File: src/rtl/update_pipe_pkg.sv
// update_pipe_pkg
//   Shared constants and types for the update_pipe block.
//   - DEFAULT_WIDTH / DEFAULT_DEPTH / DEFAULT_CNT_W: parameter defaults for update_pipe.
//   - cmd_e: stage-0 command, already resolved by priority (flush > load > inv > hold).
//   - decode_cmd(): priority decode of the raw control inputs into cmd_e.
package update_pipe_pkg;

   localparam int unsigned DEFAULT_WIDTH = 8;
   localparam int unsigned DEFAULT_DEPTH = 3;
   localparam int unsigned DEFAULT_CNT_W = 4;

   typedef enum logic [1:0] {
      CMD_HOLD  = 2'd0,
      CMD_INV   = 2'd1,
      CMD_LOAD  = 2'd2,
      CMD_FLUSH = 2'd3
   } cmd_e;

   function automatic cmd_e decode_cmd(input logic flush, input logic load, input logic inv);
      if (flush) begin
         return CMD_FLUSH;
      end else if (load) begin
         return CMD_LOAD;
      end else if (inv) begin
         return CMD_INV;
      end
      return CMD_HOLD;
   endfunction

endpackage

File: src/rtl/update_pipe_stage.sv
// update_pipe_stage
//   One data+valid register stage of the update_pipe delay line.
//   Ports:
//     clk       in   clock, rising edge
//     rst_n     in   asynchronous active-low reset (data -> RESET_VAL, valid -> 0)
//     flush     in   synchronous clear (data -> RESET_VAL, valid -> 0)
//     in_data   in   WIDTH  data from previous stage
//     in_valid  in   valid from previous stage
//     out_data  out  WIDTH  registered data
//     out_valid out  registered valid
module update_pipe_stage #(
   parameter int unsigned      WIDTH     = 8,
   parameter logic [WIDTH-1:0] RESET_VAL = {WIDTH{1'b1}}
) (
   input  logic             clk,
   input  logic             rst_n,
   input  logic             flush,
   input  logic [WIDTH-1:0] in_data,
   input  logic             in_valid,
   output logic [WIDTH-1:0] out_data,
   output logic             out_valid
);

   logic [WIDTH-1:0] data_q;
   logic             valid_q;

   always_ff @(posedge clk or negedge rst_n) begin
      if (!rst_n) begin
         data_q  <= RESET_VAL;
         valid_q <= 1'b0;
      end else if (flush) begin
         data_q  <= RESET_VAL;
         valid_q <= 1'b0;
      end else begin
         data_q  <= in_data;
         valid_q <= in_valid;
      end
   end

   assign out_data  = data_q;
   assign out_valid = valid_q;

endmodule

File: src/rtl/update_pipe.sv
// update_pipe
//   Stage 0 is a register updated by priority command (flush > load > inv > hold),
//   followed by DEPTH-1 plain delay stages. A load+inv collision keeps the load
//   and bumps a saturating counter.
//   Ports:
//     clk         in   clock, rising edge
//     rst_n       in   asynchronous active-low reset
//     flush       in   synchronous clear of every stage (counter untouched)
//     load        in   write in_data into stage 0
//     inv         in   invert stage 0 in place (ignored when load is high)
//     in_data     in   WIDTH  load data
//     out_data    out  WIDTH  last stage data
//     out_valid   out  last stage holds data written by a load or inv
//     collide_cnt out  CNT_W  saturating count of load+inv cycles
//     out_parity  out  XOR of out_data (only with UPDATE_PIPE_PARITY_EN)
//   Build option: define UPDATE_PIPE_PARITY_EN to add out_parity; parity is computed
//   at stage 0 and travels with the data so it always lines up with out_data.
module update_pipe
   import update_pipe_pkg::*;
#(
   parameter int unsigned      WIDTH     = DEFAULT_WIDTH,
   parameter int unsigned      DEPTH     = DEFAULT_DEPTH,
   parameter logic [WIDTH-1:0] RESET_VAL = {WIDTH{1'b1}},
   parameter int unsigned      CNT_W     = DEFAULT_CNT_W
) (
   input  logic             clk,
   input  logic             rst_n,
   input  logic             flush,
   input  logic             load,
   input  logic             inv,
   input  logic [WIDTH-1:0] in_data,
   output logic [WIDTH-1:0] out_data,
   output logic             out_valid,
`ifdef UPDATE_PIPE_PARITY_EN
   output logic             out_parity,
`endif
   output logic [CNT_W-1:0] collide_cnt
);

   // Stage word: data, plus the parity bit on top when enabled.
`ifdef UPDATE_PIPE_PARITY_EN
   localparam int unsigned    SW          = WIDTH + 1;
   localparam logic [SW-1:0]  STAGE_RESET = {^RESET_VAL, RESET_VAL};
`else
   localparam int unsigned    SW          = WIDTH;
   localparam logic [SW-1:0]  STAGE_RESET = RESET_VAL;
`endif

   cmd_e             cmd;
   logic [WIDTH-1:0] s0_data_q, s0_data_d;
   logic             s0_valid_q, s0_valid_d;
   logic [CNT_W-1:0] cnt_q, cnt_d;

   always_comb begin
      cmd        = decode_cmd(flush, load, inv);
      s0_data_d  = s0_data_q;
      s0_valid_d = 1'b0;
      cnt_d      = cnt_q;
      unique case (cmd)
         CMD_FLUSH: begin
            s0_data_d  = RESET_VAL;
            s0_valid_d = 1'b0;
         end
         CMD_LOAD: begin
            s0_data_d  = in_data;
            s0_valid_d = 1'b1;
         end
         CMD_INV: begin
            s0_data_d  = ~s0_data_q;
            s0_valid_d = 1'b1;
         end
         CMD_HOLD: begin
            s0_data_d  = s0_data_q;
            s0_valid_d = 1'b0;
         end
         default: ;
      endcase
      // CMD_LOAD already excludes flush, so flushed collisions are not counted.
      if (cmd == CMD_LOAD && inv && cnt_q != {CNT_W{1'b1}}) begin
         cnt_d = cnt_q + CNT_W'(1);
      end
   end

   always_ff @(posedge clk or negedge rst_n) begin
      if (!rst_n) begin
         s0_data_q  <= RESET_VAL;
         s0_valid_q <= 1'b0;
         cnt_q      <= '0;
      end else begin
         s0_data_q  <= s0_data_d;
         s0_valid_q <= s0_valid_d;
         cnt_q      <= cnt_d;
      end
   end

   logic [SW-1:0] chain_data  [DEPTH];
   logic          chain_valid [DEPTH];

`ifdef UPDATE_PIPE_PARITY_EN
   logic s0_par_q;

   always_ff @(posedge clk or negedge rst_n) begin
      if (!rst_n) begin
         s0_par_q <= ^RESET_VAL;
      end else begin
         s0_par_q <= ^s0_data_d;
      end
   end

   assign chain_data[0] = {s0_par_q, s0_data_q};
`else
   assign chain_data[0] = s0_data_q;
`endif
   assign chain_valid[0] = s0_valid_q;

   for (genvar g = 1; g < DEPTH; g++) begin : g_stage
      update_pipe_stage #(
         .WIDTH    (SW),
         .RESET_VAL(STAGE_RESET)
      ) u_stage (
         .clk      (clk),
         .rst_n    (rst_n),
         .flush    (flush),
         .in_data  (chain_data[g-1]),
         .in_valid (chain_valid[g-1]),
         .out_data (chain_data[g]),
         .out_valid(chain_valid[g])
      );
   end

   assign out_data    = chain_data[DEPTH-1][WIDTH-1:0];
   assign out_valid   = chain_valid[DEPTH-1];
   assign collide_cnt = cnt_q;
`ifdef UPDATE_PIPE_PARITY_EN
   assign out_parity  = chain_data[DEPTH-1][WIDTH];
`endif

endmodule

File: config.mk
export PLATFORM = sky130hd
export DESIGN_NAME = update_pipe
export DESIGN_NICKNAME = d
export VERILOG_FILES = /design/src/rtl/update_pipe_pkg.sv /design/src/rtl/update_pipe_stage.sv /design/src/rtl/update_pipe.sv
export SDC_FILE = /design/constraint.sdc
export NUM_CORES = 1
export LEC_CHECK = 0
export CORE_AREA = 2 2 56 58
export CTS_BUF_LIST = sky130_fd_sc_hd__clkbuf_4 sky130_fd_sc_hd__clkbuf_8 sky130_fd_sc_hd__clkbuf_16
export CTS_CLUSTER_SIZE = 25
export DETAILED_ROUTE_END_ITERATION = 10
export DIE_AREA = 0 0 58 60
export PLACE_DENSITY_LB_ADDON = 0.1
export SKIP_LAST_GASP = 1
export SLEW_MARGIN = 10
export SYNTH_ARGS = -nofsm -noshare
export SYNTH_HDL_FRONTEND = slang
export SYNTH_SLANG_ARGS = --single-unit
File: constraint.sdc
create_clock -name clk -period 2.1 [get_ports clk]
set_clock_uncertainty 0.2 [all_clocks]
set_input_delay 0.21 -clock clk [delete_from_list [all_inputs] [get_ports clk]]
set_output_delay 0.21 -clock clk [all_outputs]
set_load 0.05 [all_outputs]
# Yosys cells after proc, flatten, opt, wreduce, memory -nomap -nowiden
# Index checks and enable logic that the tools add are counted.
[classes]
shift = 0
n_addsub = 1
div = 0
n_mux = 13
n_reduce_logical = 5
multipliers = 0
bitwise_logic = 1
n_eq_ne = 4
order_cmp = 0
[op_table]
columns = ["op", "n"]
rows = [
  ["$pmux W8 S3", 1],
  ["$mux W8", 2],
  ["$mux W2", 4],
  ["$not A8 Y8", 1],
  ["$mux W1", 5],
  ["$add A4 B1 Y4 const B", 1],
  ["$eq A2 B2 Y1 const B", 2],
  ["$ne A4 B4 Y1 const B", 1],
  ["$reduce_or A2 Y1", 2],
  ["$eq A2 B1 Y1 const B", 1],
  ["$logic_and A1 B1 Y1", 2],
  ["$logic_not A2 Y1", 1],
  ["$pmux W1 S2", 1],
]
[word_totals]
ff_bits = 31
mem_bits_ro = 0
n_memories = 0
ramBits = 0
word_cells = 31
latch_bits = 0
out_inout_bits = 13

# Logic depth before layout (Yosys ltp)
[logic_depth]
depth_word = 7
mapped_depth = 8
depth_no_buf = 7

# Cells and area by module
# Synthesis repeated with hierarchy kept, for this count alone.
[hier_totals]
cells_unflattened = 108
hier_area_um2 = 1320.0
[by_module_without_submodules]
columns = ["mod", "seq_area_each_um2", "instances", "area_per_inst_um2", "cells_each"]
rows = [
  ["update_pipe", 335.3, 1, 737.0, 72],
  ["update_pipe_stage", 235.2, 2, 291.5, 18],
]

# Worst setup path after synthesis
# Ideal clock, no wire load.
[synth_path]
path_kind = "register to register"
start = "register cnt_q[0], in the netlist collide_cnt[0]"
end = "register cnt_q[1], in the netlist collide_cnt[1]"
t_arrival_ns = 1.481
setup_slack_ns = 0.294
n_path_buf = 0
synth_period_minus_slack_ns = 1.806
path_stages_with_launch = 5
path_cell_list = "dfrtp_1 -> ha_1 -> nand3_1 -> nand3_4 -> mux2_4"
[synth_via]
elab_chain_cells = 2
[synth_lines]
columns = ["item", "line_no", "text"]
rows = [
  ["from (decl)", "update_pipe.sv:52", "logic [CNT_W-1:0] cnt_q, cnt_d;"],
  ["from (signal assigned)", "update_pipe.sv:92", "cnt_q <= cnt_d;"],
  ["branches (longest 2 deep; another with $add A4 B1 Y4)", "--", ""],
]
# Several ways; the timed one is not identified.
# A chain may end at the register's enable or synchronous reset.

# Final worst setup path
[layout_path]
start = "register g_stage[2].u_stage.data_q[2]"
end = "output port out_data[2]"
[layout_rtl]
columns = ["item", "line_no", "text"]
rows = [
  ["from (decl)", "update_pipe_stage.sv:24", "logic [WIDTH-1:0] data_q;"],
  ["from (signal assigned)", "update_pipe_stage.sv:35", "data_q <= in_data;"],
  ["to (decl)", "update_pipe.sv:32", "output logic [WIDTH-1:0] out_data,"],
]
# No word-level cell between the ends.

==> flow_metrics.env <==
export IMPL_status="finished, final reports clean"
export IMPL_place_area_um2=1630
export IMPL_setup_tns_ns=0
export IMPL_clkLatencyLatePin_ns=0.34
export IMPL_r2r_slack_ns=0.55
export IMPL_cts_hold_buffers=0
export IMPL_overflow=0
export IMPL_fp_dieW_um=58
export IMPL_grt_pass1_wl_um=3970
export IMPL_synthFlopType="dfstp_2"
export IMPL_setup_worst_path_end_class="primary output"
export IMPL_worst_slew_pin_slew_ns=0.519
export IMPL_layout_common_cells="24 x dfstp_2, 21 x clkdlybuf4s50_1, 16 x or2_2, 8 x nand2_1"
export IMPL_io_pins=26
export IMPL_powerDensity_nw_per_um2=941
export IMPL_final_common_cell="dfstp_2"
export IMPL_viasPerCell=5.18
export IMPL_fillers=247
export IMPL_gp_congestion=0.770
export IMPL_clkSinkCount=31
export IMPL_preCtsSetupSlack_ns=-0.0331
export IMPL_synthCells=118
export IMPL_vias=912
export IMPL_synth_edff_count=0
export IMPL_drt_first_pass_iters=4
export IMPL_layout_area_overhead_vs_synth_pct=23.0
export IMPL_setup_ws_ns=0.0427
export IMPL_finalHoldViolCount=0
export IMPL_dp_cells=168
export IMPL_final_cell_area_um2=1710
export IMPL_cts_buffers=5
export IMPL_num_rows=20
export IMPL_core_area_um2=2900
export IMPL_yosys_warnings=0
export IMPL_slowest_delay_ns=0.78
export IMPL_required_ns=1.69
export IMPL_syn_num_nets=134
export IMPL_cap_violations=0
export IMPL_grt_pass1_vias=887
export IMPL_post_route_drc_count=0
export IMPL_crit_arrival_ns=1.65
export IMPL_die_area_um2=3480
export IMPL_regArea_um2=806
export IMPL_power_mw=1.61
export IMPL_cts_tree="yes"
export IMPL_die_h_um=60
export IMPL_portBuffers=25
export IMPL_crit_chain="clkdlybuf4s50_1"
export IMPL_r2r_end="collide_cnt[1]"
export IMPL_antenna_found_initial=0
export IMPL_holdCritPathClass="in -> async"
export IMPL_clk_path_buf_depth=2
export IMPL_maxSlewViolCount=0
export IMPL_start_util=0.478
export IMPL_crit_path_max_fanout=1
export IMPL_initialDrtViolationCount=19
export IMPL_fmax_mhz=486
export IMPL_clk_root_buffer_cell="clkbuf_4"
export IMPL_drive_above_1_share=0.420
export IMPL_final_nets=158
export IMPL_grt_max_degree=32
export IMPL_fin_cells=176
export IMPL_ys_seq_elements=31
export IMPL_max_slew_margin=0.653
export IMPL_synthArstFlopShare=1.00
export IMPL_num_antenna_cells=0
export IMPL_cp_slowest_cell="clkdlybuf4s50_1"
export IMPL_path_class="reg -> out"
export IMPL_period_share=0.980
export IMPL_reg2regPathDepth=4
export IMPL_clkTransAtPathRegs_ns=0.10
export IMPL_yosysSeqAreaShare=0.580
export IMPL_leakagePower_nw=0.708
export IMPL_r2r_start="collide_cnt[0]"
export IMPL_ys_types=29
export IMPL_syn_area_um2=1390
export IMPL_cts_htree_levels=2
export IMPL_multi_input_area_um2=462
export IMPL_grt_usage=0.160
export IMPL_drtAntennaViolNets=0
export IMPL_start_kind="flop"
export IMPL_wl_um=2330
export IMPL_dpl_hpwl_um=1700
export IMPL_syn_area_per_cell_um2=11.8
export IMPL_peakVddDrop_uv=861
export IMPL_wire_per_inst_um=13.3
export IMPL_finalSetupViolations=0
export IMPL_cp_top_family="buffers and inverters"
export IMPL_cp_buffers_inverters=1
export IMPL_period_minus_slack_ns=2.06
[through the flow]
| step | hold WS (ns) | util |
|---|---|---|
| floorplan | -0.286 | - |
| global placement | 0.245 | 0.563 |
| detailed placement | 0.266 | 0.563 |
| CTS | 0.0507 | 0.585 |
| global route | 0.0600 | 0.588 |
| finish | 0.0464 | 0.588 |
[how the worst max path moves through the flow]
stage	from	end	depth (start not counted)
finish	g_stage[2].u_stage.out_data[2]	out_data[2]	1
global route	g_stage[2].u_stage.out_data[5]	out_data[5]	1
CTS	g_stage[2].u_stage.out_data[1]	out_data[1]	1
detailed placement	load	s0_data_q[2]	9
global placement	load	s0_data_q[5]	8
floorplan	collide_cnt[0]	collide_cnt[1]	4
[cell usage after synthesis (2+ instances only)]
master,number,area share
o31ai_1,4,0.022
or2_2,16,0.072
ha_1,3,0.027
a21oi_1,6,0.022
inv_1,6,0.016
a211o_1,4,0.025
nand2b_1,2,0.0090
clkbuf_1,3,0.0081
o32ai_1,4,0.025
dfstp_2,24,0.45
nand2_1,8,0.022
nor2b_1,3,0.014
a31oi_1,2,0.0090
buf_4,9,0.049
dfrtp_1,7,0.13
nor3_1,4,0.014
[area by class of cell]
type | instances | area share
clock inverters | 1 | 0.00293
flip-flops and latches | 31 | 0.472
inverters | 6 | 0.0132
well taps | 33 | 0.0242
repair buffers | 32 | 0.183
clock buffers | 7 | 0.0344
multi-input cells | 66 | 0.270
[flip-flops by register name, summed over array words and instances (netlist names)]
| signal | cells |
|---|---|
| g_stage.u_stage.out_data | 16 |
| collide_cnt | 4 |
| g_stage.u_stage.out_valid | 2 |
| s0_valid_q | 1 |
| s0_data_q | 8 |
[layer usage]
metal / global-route usage / share of wire / up-vias
met5: 0 / 0 / -
met4: 0.120 / 0.033 / 0
met3: 0.0390 / 0.045 / 7
met2: 0.269 / 0.50 / 23
met1: 0.176 / 0.42 / 440
li1: - / - / 442
[power by group]
part | total [mW] | switching, mW | internal, mW | leakage (nW)
Sequential | 0.760 | 0.0612 | 0.699 | 0.339
Clock | 0.374 | 0.199 | 0.175 | 0.0387
Combinational | 0.473 | 0.280 | 0.193 | 0.330
Total | 1.61 | 0.540 | 1.07 | 0.708
[cells by family after synthesis]
family,after synthesis,synth area share
compound gates,21,0.109
xor+xnor,1,0.00631
fa+ha+maj,3,0.0270
buf+inv,21,0.0874
flops,31,0.580
mux,1,0.0108
simple gates,40,0.179
[repair_timing]
action	4_1_cts	5_1_grt
gates resized for setup	0	4
setup endpoints to repair	0	4
setup buffers	0	0
No activity file was read; power rests on OpenSTA's default activity.
